## src/rtl/coin_acceptor_pkg.sv

```systemverilog
// Coin codes and cent values shared by the coin acceptor slice.
// Optional build macro used by this slice: COIN_ACCEPTOR_TOTAL_EN.
package coin_pkg;

    localparam int CODE_W = 2;

    localparam logic [CODE_W-1:0] COIN_NONE    = 2'd0;
    localparam logic [CODE_W-1:0] COIN_NICKEL  = 2'd1;
    localparam logic [CODE_W-1:0] COIN_DIME    = 2'd2;
    localparam logic [CODE_W-1:0] COIN_QUARTER = 2'd3;

    localparam logic [15:0] CENTS_NICKEL  = 16'd5;
    localparam logic [15:0] CENTS_DIME    = 16'd10;
    localparam logic [15:0] CENTS_QUARTER = 16'd25;

    function automatic logic [15:0] cents_of(input logic [CODE_W-1:0] code);
        case (code)
            COIN_NICKEL:  cents_of = CENTS_NICKEL;
            COIN_DIME:    cents_of = CENTS_DIME;
            COIN_QUARTER: cents_of = CENTS_QUARTER;
            default:      cents_of = 16'd0;
        endcase
    endfunction

endpackage

```

## src/rtl/coin_acceptor_if.sv

```systemverilog
// Coin delivery interface between the acceptor (master) and the vending FSM (slave).
// Build macro COIN_ACCEPTOR_TOTAL_EN adds the running total_cents signal.
interface coin_acceptor_if #(
    parameter int FIFO_DEPTH = 4
);
    logic                          accept_en;
    logic                          Nickel;
    logic                          Dime;
    logic                          Quarter;
    logic                          coin_reject;
    logic [$clog2(FIFO_DEPTH):0]   fifo_count;
`ifdef COIN_ACCEPTOR_TOTAL_EN
    logic [15:0]                   total_cents;
`endif

    modport master (
`ifdef COIN_ACCEPTOR_TOTAL_EN
        output total_cents,
`endif
        input  accept_en,
        output Nickel,
        output Dime,
        output Quarter,
        output coin_reject,
        output fifo_count
    );

    modport slave (
`ifdef COIN_ACCEPTOR_TOTAL_EN
        input  total_cents,
`endif
        output accept_en,
        input  Nickel,
        input  Dime,
        input  Quarter,
        input  coin_reject,
        input  fifo_count
    );

endinterface

```

## src/rtl/coin_acceptor_debouncer.sv

```systemverilog
// One coin slot: 2-FF synchronizer, stability counter, debounced level and
// a one-cycle rise pulse on every accepted 0->1 level change.
module coin_debouncer #(
    parameter int DEBOUNCE_CYCLES = 8
) (
    input  logic clk,
    input  logic reset_n,
    input  logic raw,
    output logic rise
);
    localparam int CNT_W = $clog2(DEBOUNCE_CYCLES + 1);

    logic             sync1;
    logic             sync2;
    logic             level;
    logic [CNT_W-1:0] cnt;

    // Synchronize, then flip the level once the sample has disagreed for DEBOUNCE_CYCLES cycles.
    always_ff @(posedge clk or negedge reset_n) begin
        if (!reset_n) begin
            sync1 <= 1'b0;
            sync2 <= 1'b0;
            level <= 1'b0;
            cnt   <= '0;
            rise  <= 1'b0;
        end else begin
            sync1 <= raw;
            sync2 <= sync1;
            rise  <= 1'b0;
            if (sync2 == level) begin
                cnt <= '0;
            end else if (cnt == CNT_W'(DEBOUNCE_CYCLES - 1)) begin
                level <= sync2;
                cnt   <= '0;
                rise  <= sync2;
            end else begin
                cnt <= cnt + CNT_W'(1);
            end
        end
    end

endmodule

```

## src/rtl/coin_acceptor.sv

```systemverilog
// Coin acceptor top: three debounced slots feed pending flags, a fixed-priority
// arbiter (Quarter > Dime > Nickel) loads a coin queue, and the queue is drained
// into one-cycle Nickel/Dime/Quarter pulses separated by at least MIN_GAP idle cycles.
// Build macro COIN_ACCEPTOR_TOTAL_EN adds a saturating total_cents accumulator.
module coin_acceptor
    import coin_pkg::*;
#(
    parameter int DEBOUNCE_CYCLES = 8,
    parameter int FIFO_DEPTH      = 4,
    parameter int MIN_GAP         = 1
) (
    input  logic               clk,
    input  logic               reset_n,
    input  logic               coin_nickel_raw,
    input  logic               coin_dime_raw,
    input  logic               coin_quarter_raw,
    coin_acceptor_if.master    bus
);
    localparam int PTR_W = $clog2(FIFO_DEPTH);
    localparam int CNT_W = PTR_W + 1;
    localparam int GAP_W = $clog2(MIN_GAP + 1);

    logic [2:0]        rise;      // {quarter, dime, nickel}
    logic [2:0]        pend;
    logic [2:0]        grant;
    logic [CODE_W-1:0] grant_code;
    logic [CODE_W-1:0] mem [FIFO_DEPTH];
    logic [PTR_W-1:0]  wr_ptr;
    logic [PTR_W-1:0]  rd_ptr;
    logic [CNT_W-1:0]  count_q;
    logic [GAP_W-1:0]  gap_q;
    logic              full;
    logic              push;
    logic              reject;
    logic              pop;
    logic              nickel_q;
    logic              dime_q;
    logic              quarter_q;
    logic              reject_q;

    coin_debouncer #(.DEBOUNCE_CYCLES(DEBOUNCE_CYCLES)) u_deb_nickel (
        .clk(clk), .reset_n(reset_n), .raw(coin_nickel_raw), .rise(rise[0])
    );
    coin_debouncer #(.DEBOUNCE_CYCLES(DEBOUNCE_CYCLES)) u_deb_dime (
        .clk(clk), .reset_n(reset_n), .raw(coin_dime_raw), .rise(rise[1])
    );
    coin_debouncer #(.DEBOUNCE_CYCLES(DEBOUNCE_CYCLES)) u_deb_quarter (
        .clk(clk), .reset_n(reset_n), .raw(coin_quarter_raw), .rise(rise[2])
    );

    // Pick the highest-value pending coin; a full queue turns the grant into a reject.
    always_comb begin
        grant      = '0;
        grant_code = COIN_NONE;
        if (pend[2]) begin
            grant      = 3'b100;
            grant_code = COIN_QUARTER;
        end else if (pend[1]) begin
            grant      = 3'b010;
            grant_code = COIN_DIME;
        end else if (pend[0]) begin
            grant      = 3'b001;
            grant_code = COIN_NICKEL;
        end
        full   = (count_q == CNT_W'(FIFO_DEPTH));
        push   = (|pend) && !full;
        reject = (|pend) && full;
        pop    = (count_q != '0) && bus.accept_en && (gap_q == '0);
    end

    // Pending flags: cleared only for the granted channel, set by fresh rises.
    always_ff @(posedge clk or negedge reset_n) begin
        if (!reset_n) begin
            pend <= '0;
        end else begin
            pend <= (pend & ~grant) | rise;
        end
    end

    // Coin queue storage, pointers and occupancy; fullness ignores a same-cycle pop.
    always_ff @(posedge clk or negedge reset_n) begin
        if (!reset_n) begin
            for (int unsigned i = 0; i < FIFO_DEPTH; i++) begin
                mem[i] <= COIN_NONE;
            end
            wr_ptr  <= '0;
            rd_ptr  <= '0;
            count_q <= '0;
        end else begin
            if (push) begin
                mem[wr_ptr] <= grant_code;
                wr_ptr      <= wr_ptr + PTR_W'(1);
            end
            if (pop) begin
                rd_ptr <= rd_ptr + PTR_W'(1);
            end
            case ({push, pop})
                2'b10:   count_q <= count_q + CNT_W'(1);
                2'b01:   count_q <= count_q - CNT_W'(1);
                default: count_q <= count_q;
            endcase
        end
    end

    // Registered output pulses, reject pulse and inter-pulse gap counter.
    always_ff @(posedge clk or negedge reset_n) begin
        if (!reset_n) begin
            nickel_q  <= 1'b0;
            dime_q    <= 1'b0;
            quarter_q <= 1'b0;
            reject_q  <= 1'b0;
            gap_q     <= '0;
        end else begin
            nickel_q  <= pop && (mem[rd_ptr] == COIN_NICKEL);
            dime_q    <= pop && (mem[rd_ptr] == COIN_DIME);
            quarter_q <= pop && (mem[rd_ptr] == COIN_QUARTER);
            reject_q  <= reject;
            if (pop) begin
                gap_q <= GAP_W'(MIN_GAP);
            end else if (gap_q != '0) begin
                gap_q <= gap_q - GAP_W'(1);
            end
        end
    end

`ifdef COIN_ACCEPTOR_TOTAL_EN
    logic [15:0] total_q;
    logic [16:0] total_sum;

    assign total_sum = {1'b0, total_q} + {1'b0, cents_of(mem[rd_ptr])};

    // Running total of delivered coins, updated on the pulse edge, saturating at 16'hFFFF.
    always_ff @(posedge clk or negedge reset_n) begin
        if (!reset_n) begin
            total_q <= '0;
        end else if (pop) begin
            total_q <= total_sum[16] ? 16'hFFFF : total_sum[15:0];
        end
    end

    assign bus.total_cents = total_q;
`endif

    assign bus.Nickel      = nickel_q;
    assign bus.Dime        = dime_q;
    assign bus.Quarter     = quarter_q;
    assign bus.coin_reject = reject_q;
    assign bus.fifo_count  = count_q;

endmodule
```

## src/flat_wrapper.sv

```systemverilog
// flat-port wrapper written by rule: the top's interface ports become plain ports
module coin_acceptor_flat import coin_pkg::*;
#(
    parameter int DEBOUNCE_CYCLES = 8,
    parameter int FIFO_DEPTH      = 4,
    parameter int MIN_GAP         = 1
)
  (clk, reset_n, coin_nickel_raw, coin_dime_raw, coin_quarter_raw, bus_accept_en, bus_Nickel, bus_Dime, bus_Quarter, bus_coin_reject, bus_fifo_count);
  coin_acceptor_if #(.FIFO_DEPTH(FIFO_DEPTH)) bus_i ();
  input  logic clk;
  input  logic reset_n;
  input  logic coin_nickel_raw;
  input  logic coin_dime_raw;
  input  logic coin_quarter_raw;
  input wire logic [$bits(bus_i.accept_en)-1:0] bus_accept_en;
  output wire logic [$bits(bus_i.Nickel)-1:0] bus_Nickel;
  output wire logic [$bits(bus_i.Dime)-1:0] bus_Dime;
  output wire logic [$bits(bus_i.Quarter)-1:0] bus_Quarter;
  output wire logic [$bits(bus_i.coin_reject)-1:0] bus_coin_reject;
  output wire logic [$bits(bus_i.fifo_count)-1:0] bus_fifo_count;
  assign bus_i.accept_en = bus_accept_en;
  assign bus_Nickel = bus_i.Nickel;
  assign bus_Dime = bus_i.Dime;
  assign bus_Quarter = bus_i.Quarter;
  assign bus_coin_reject = bus_i.coin_reject;
  assign bus_fifo_count = bus_i.fifo_count;
  coin_acceptor #(.DEBOUNCE_CYCLES(DEBOUNCE_CYCLES), .FIFO_DEPTH(FIFO_DEPTH), .MIN_GAP(MIN_GAP)) u_core (.clk(clk), .reset_n(reset_n), .coin_nickel_raw(coin_nickel_raw), .coin_dime_raw(coin_dime_raw), .coin_quarter_raw(coin_quarter_raw), .bus(bus_i));
endmodule
```

## config.mk

```make
export PLATFORM = sky130hd
export DESIGN_NAME = coin_acceptor_flat
export DESIGN_NICKNAME = d
export VERILOG_FILES = /design/src/rtl/coin_acceptor_pkg.sv /design/src/rtl/coin_acceptor_if.sv /design/src/rtl/coin_acceptor_debouncer.sv /design/src/rtl/coin_acceptor.sv /design/src/flat_wrapper.sv
export SDC_FILE = /design/constraint.sdc
export NUM_CORES = 1
export LEC_CHECK = 0
export BUFFER_PORTS_ARGS = -buffer_cell sky130_fd_sc_hd__clkbuf_2
export CORE_ASPECT_RATIO = 1.25
export CORE_MARGIN = 8
export CORE_UTILIZATION = 62
export CTS_BUF_LIST = sky130_fd_sc_hd__clkbuf_8
export CTS_CLUSTER_DIAMETER = 50
export CTS_CLUSTER_SIZE = 16
export DETAILED_ROUTE_END_ITERATION = 8
export PLACE_DENSITY = 0.81
export SYNTH_ARGS = -nofsm -noshare
export SYNTH_HDL_FRONTEND = slang
export SYNTH_SLANG_ARGS = --single-unit
```

## constraint.sdc

```tcl
create_clock -name clk -period 2.8 [get_ports clk]
set_clock_uncertainty 0.15 [all_clocks]
set_input_delay 0.14 -clock clk [delete_from_list [all_inputs] [get_ports clk]]
set_output_delay 0.14 -clock clk [all_outputs]
set_load 0.01 [all_outputs]
```

==> run_results.csv <==
group,metric,value,unit
cts,cts_tree,"yes",
synthesis,syn-cell-area,0.00198,mm^2
finish,mostFrequentLayoutCell,"dfrtp_1",
finish,diodes,0,
finish,fillCellCount,225,
worst_setup_path,regToRegSetupSlack,0.28,ns
placed_design,place_congestion,0.868,
worst_setup_path,arrival,2.59,ns
worst_setup_path,r2r-end,"u_core.bus.fifo_count[2]",
synthesis,yosysSeqAreaShare,59.4,%
timing,fin_crit,2.52,ns
synthesis,yosysWarnings,0,
job,maxCapViolations,0,
cts,clock_latency,0.29,ns
die,die-area,0.00527,mm^2
timing,period_share,89.9,%
grt,grt_pass1_wl,5.43,mm
die,coreArea,0.00314,mm^2
timing,setup_tns,0,ns
placed_design,io_buffer_count,12,
worst_setup_path,ff2ff_path_depth,9,
drt,firstDrtPassIters,4,
drt,postRouteAntennaNets,0,
grt,grt_max_degree,48,
hold_path,holdPathEnd,"u_core.gap_q",
power_and_ir_drop,vdd_drop_max,0.638,mV
timing,fmax,397,MHz
finish,syn_to_final_growth,11.9,%
die,initial_core_util,63.1,%
timing,finalHoldViolations,0,
hold_path,hold_depth,2,
die,io_pins,13,
drt,routed_wl,3.16,mm
drt,drc,0,
cts,htree_num_levels,2,
finish,final_util,70.6,%
grt,overflow,0,
timing,hold_ws,0.0909,ns
worst_setup_path,slowest_delay,0.52,ns
grt,grt_pass1_vias,1198,
cts,cts_buffers,5,
drt,wire_per_inst,16.0,um
synthesis,syn_inst,140,
drt,vias_per_cell,5.51,
die,die_y,79.2,um
timing,relSlewSlack,25.6,%
cts,cts_sinks,47,
cts,cts-resized-gates,0,
worst_setup_path,worstPathCellList,"or3b_1, and2_4, inv_1, ha_1, inv_1, fa_1, xor2_1, nor2_1, xor2_1",
cts,cts.clk_slew.worst_paths,0.08,ns
timing,setup_viol,0,
synthesis,syn_nets,155,
cts,post_cts_buffers,0,
outcome,outcome,"complete, no violations",
synthesis,synth.distinct_cells,28,
worst_setup_path,critical_path_class,"reg -> reg",
cts,clk_path_buf_depth,2,
synthesis,syn_area_per_cell,14.1,um^2
drt,via_count,1090,
hold_path,worstHoldStart,"bus_accept_en",
power_and_ir_drop,p_leak,0.00114,uW
power_and_ir_drop,powerDensity,822,mW/mm^2
timing,rsz0062_at_grt,"no",
worst_setup_path,worstSetupEndpointType,"register",
worst_setup_path,critPathMaxFanout,7,
finish,drive_gt1_share,19.3,%
grt,track_usage,13.6,%
finish,nNetsFinal,175,
grt,grt_antenna_before_repair,0,
drt,drt_iter0_markers,38,
finish,most-common-layout-cells,"dfrtp_1, clkbuf_2, nor2_1",
timing,tightest_slew,1.12,ns
die,dieWidth,66.5,um
worst_setup_path,crit_slowest_cell,"or3b_1",
worst_setup_path,worst_setup_path_start_kind,"register",
placed_design,dp_hpwl,2.24,mm
cts,cts-root-buf,"clkbuf_8",
hold_path,hp-class,"in -> reg",
timing,slew_violations,0,
worst_setup_path,cp.required,2.87,ns
worst_setup_path,r2r_start,"u_core.bus.fifo_count[0]",
synthesis,ys_seq_elements,47,
die,core.rowCount,23,
==> flip-flops by register name, indices dropped and copies added (netlist names), 2 cells and up <==
name                      cells
u_core.u_deb_nickel.cnt       4
u_core.mem                    8
u_core.pend                   3
u_core.wr_ptr                 2
u_core.rd_ptr                 2
u_core.u_deb_dime.cnt         4
u_core.u_deb_quarter.cnt      4
u_core.bus.fifo_count         3
==> worst max-delay path by stage <==
stage | startpoint | end | slack (ns) | depth (start not counted)
finish | u_core.bus.fifo_count[0] | u_core.bus.fifo_count[2] | 0.28 | 9
global placement | u_core.bus.fifo_count[0] | u_core.bus.fifo_count[2] | 0.43 | 9
CTS | u_core.bus.fifo_count[0] | u_core.bus.fifo_count[2] | 0.27 | 9
detailed placement | u_core.bus.fifo_count[0] | u_core.bus.fifo_count[2] | 0.31 | 9
global route | u_core.bus.fifo_count[0] | u_core.bus.fifo_count[2] | 0.14 | 9
floorplan | u_core.bus.fifo_count[0] | u_core.bus.fifo_count[2] | 0.46 | 10
==> metal layers <==
layer | part of all wire (%) | up-vias | global-route usage [%] | wire length (um)
met3 | 3.5 | 9 | 4.22 | 111
met4 | 2.6 | 0 | 7.07 | 82
li1 | - | 512 | - | -
met5 | 0 | - | 0 | 0
met2 | 57 | 20 | 24.9 | 1790
met1 | 37 | 549 | 13.1 | 1180
==> through the flow <==
stage	worst slack [ns]	cells	total power (uW)	area, um^2
after global routing	0.137	198	1930	2220
after detailed placement	0.306	186	1340	2060
after floorplan	0.463	140	1230	1980
after global placement	0.430	186	1300	2060
after CTS	0.269	198	1840	2220
final	0.282	198	1820	2220
==> cells by family (layout without fill, tap and decap cells) <==
logic type | after synthesis | in the layout | share of synthesized area [%]
AOI/OAI and AO/OA | 4 | 4 | 1.58
xor gates and xnor gates | 12 | 12 | 5.69
adders and majority gates | 9 | 9 | 6.07
buffers and inverters | 10 | 31 | 2.72
DFF | 47 | 47 | 59.4
muxes | 17 | 17 | 10.9
and+or+nand+nor | 41 | 41 | 13.6
==> worst max-delay path: cells and delay by family (launching register included) <==
family,cells,cell delay (ns)
buffers and inverters,2,0.12
xor gates and xnor gates,2,0.31
adders and majority gates,2,0.54
DFF,1,0.43
and+or+nand+nor,3,0.90
==> area by class of cell <==
| type | instances | area [um^2] | share of cell area (%) |
|---|---|---|---|
| Sequential cell | 47 | 1180 | 53.1 |
| Multi-Input combinational cell | 83 | 749 | 33.8 |
| Timing Repair Buffer | 16 | 100 | 4.52 |
| Clock buffer | 6 | 82.6 | 3.73 |
| Tap cell | 37 | 46.3 | 2.09 |
| Clock inverter | 2 | 35.0 | 1.58 |
| Inverter | 7 | 26.3 | 1.19 |
==> Yosys cell counts (all sizes together) <==
cell type	number	area (um^2)
nand3b	3	22.5
and4b	1	10.0
and3b	3	26.3
or3b	1	8.76
and2	1	8.76
buf	3	27.5
or3	2	12.5
ha	8	100
xor2	4	35.0
nor2	10	37.5
mux2i	4	40.0
nand3	8	60.1
mux2	11	124
dfrtp	47	1180
a21o	3	22.5
xnor2	8	77.6
nor3b	6	45.0
and3	1	6.26
nor2b	4	25.0
o21ai	1	8.76
fa	1	20.0
inv	7	26.3
or2	1	6.26
mux4	2	52.6
==> power by group <==
part	total (uW)	internal (uW)	switching (uW)
logic	410	201	210
registers	916	804	112
clock network	495	289	206
total	1820	1290	527
==> what timing repair did <==
action | CTS | global route
hold buffers | 4 | 0
setup endpoints to repair | 0 | 0
endpoints found under the hold margin | 50 | 0
No activity file was read; power rests on OpenSTA's default activity.
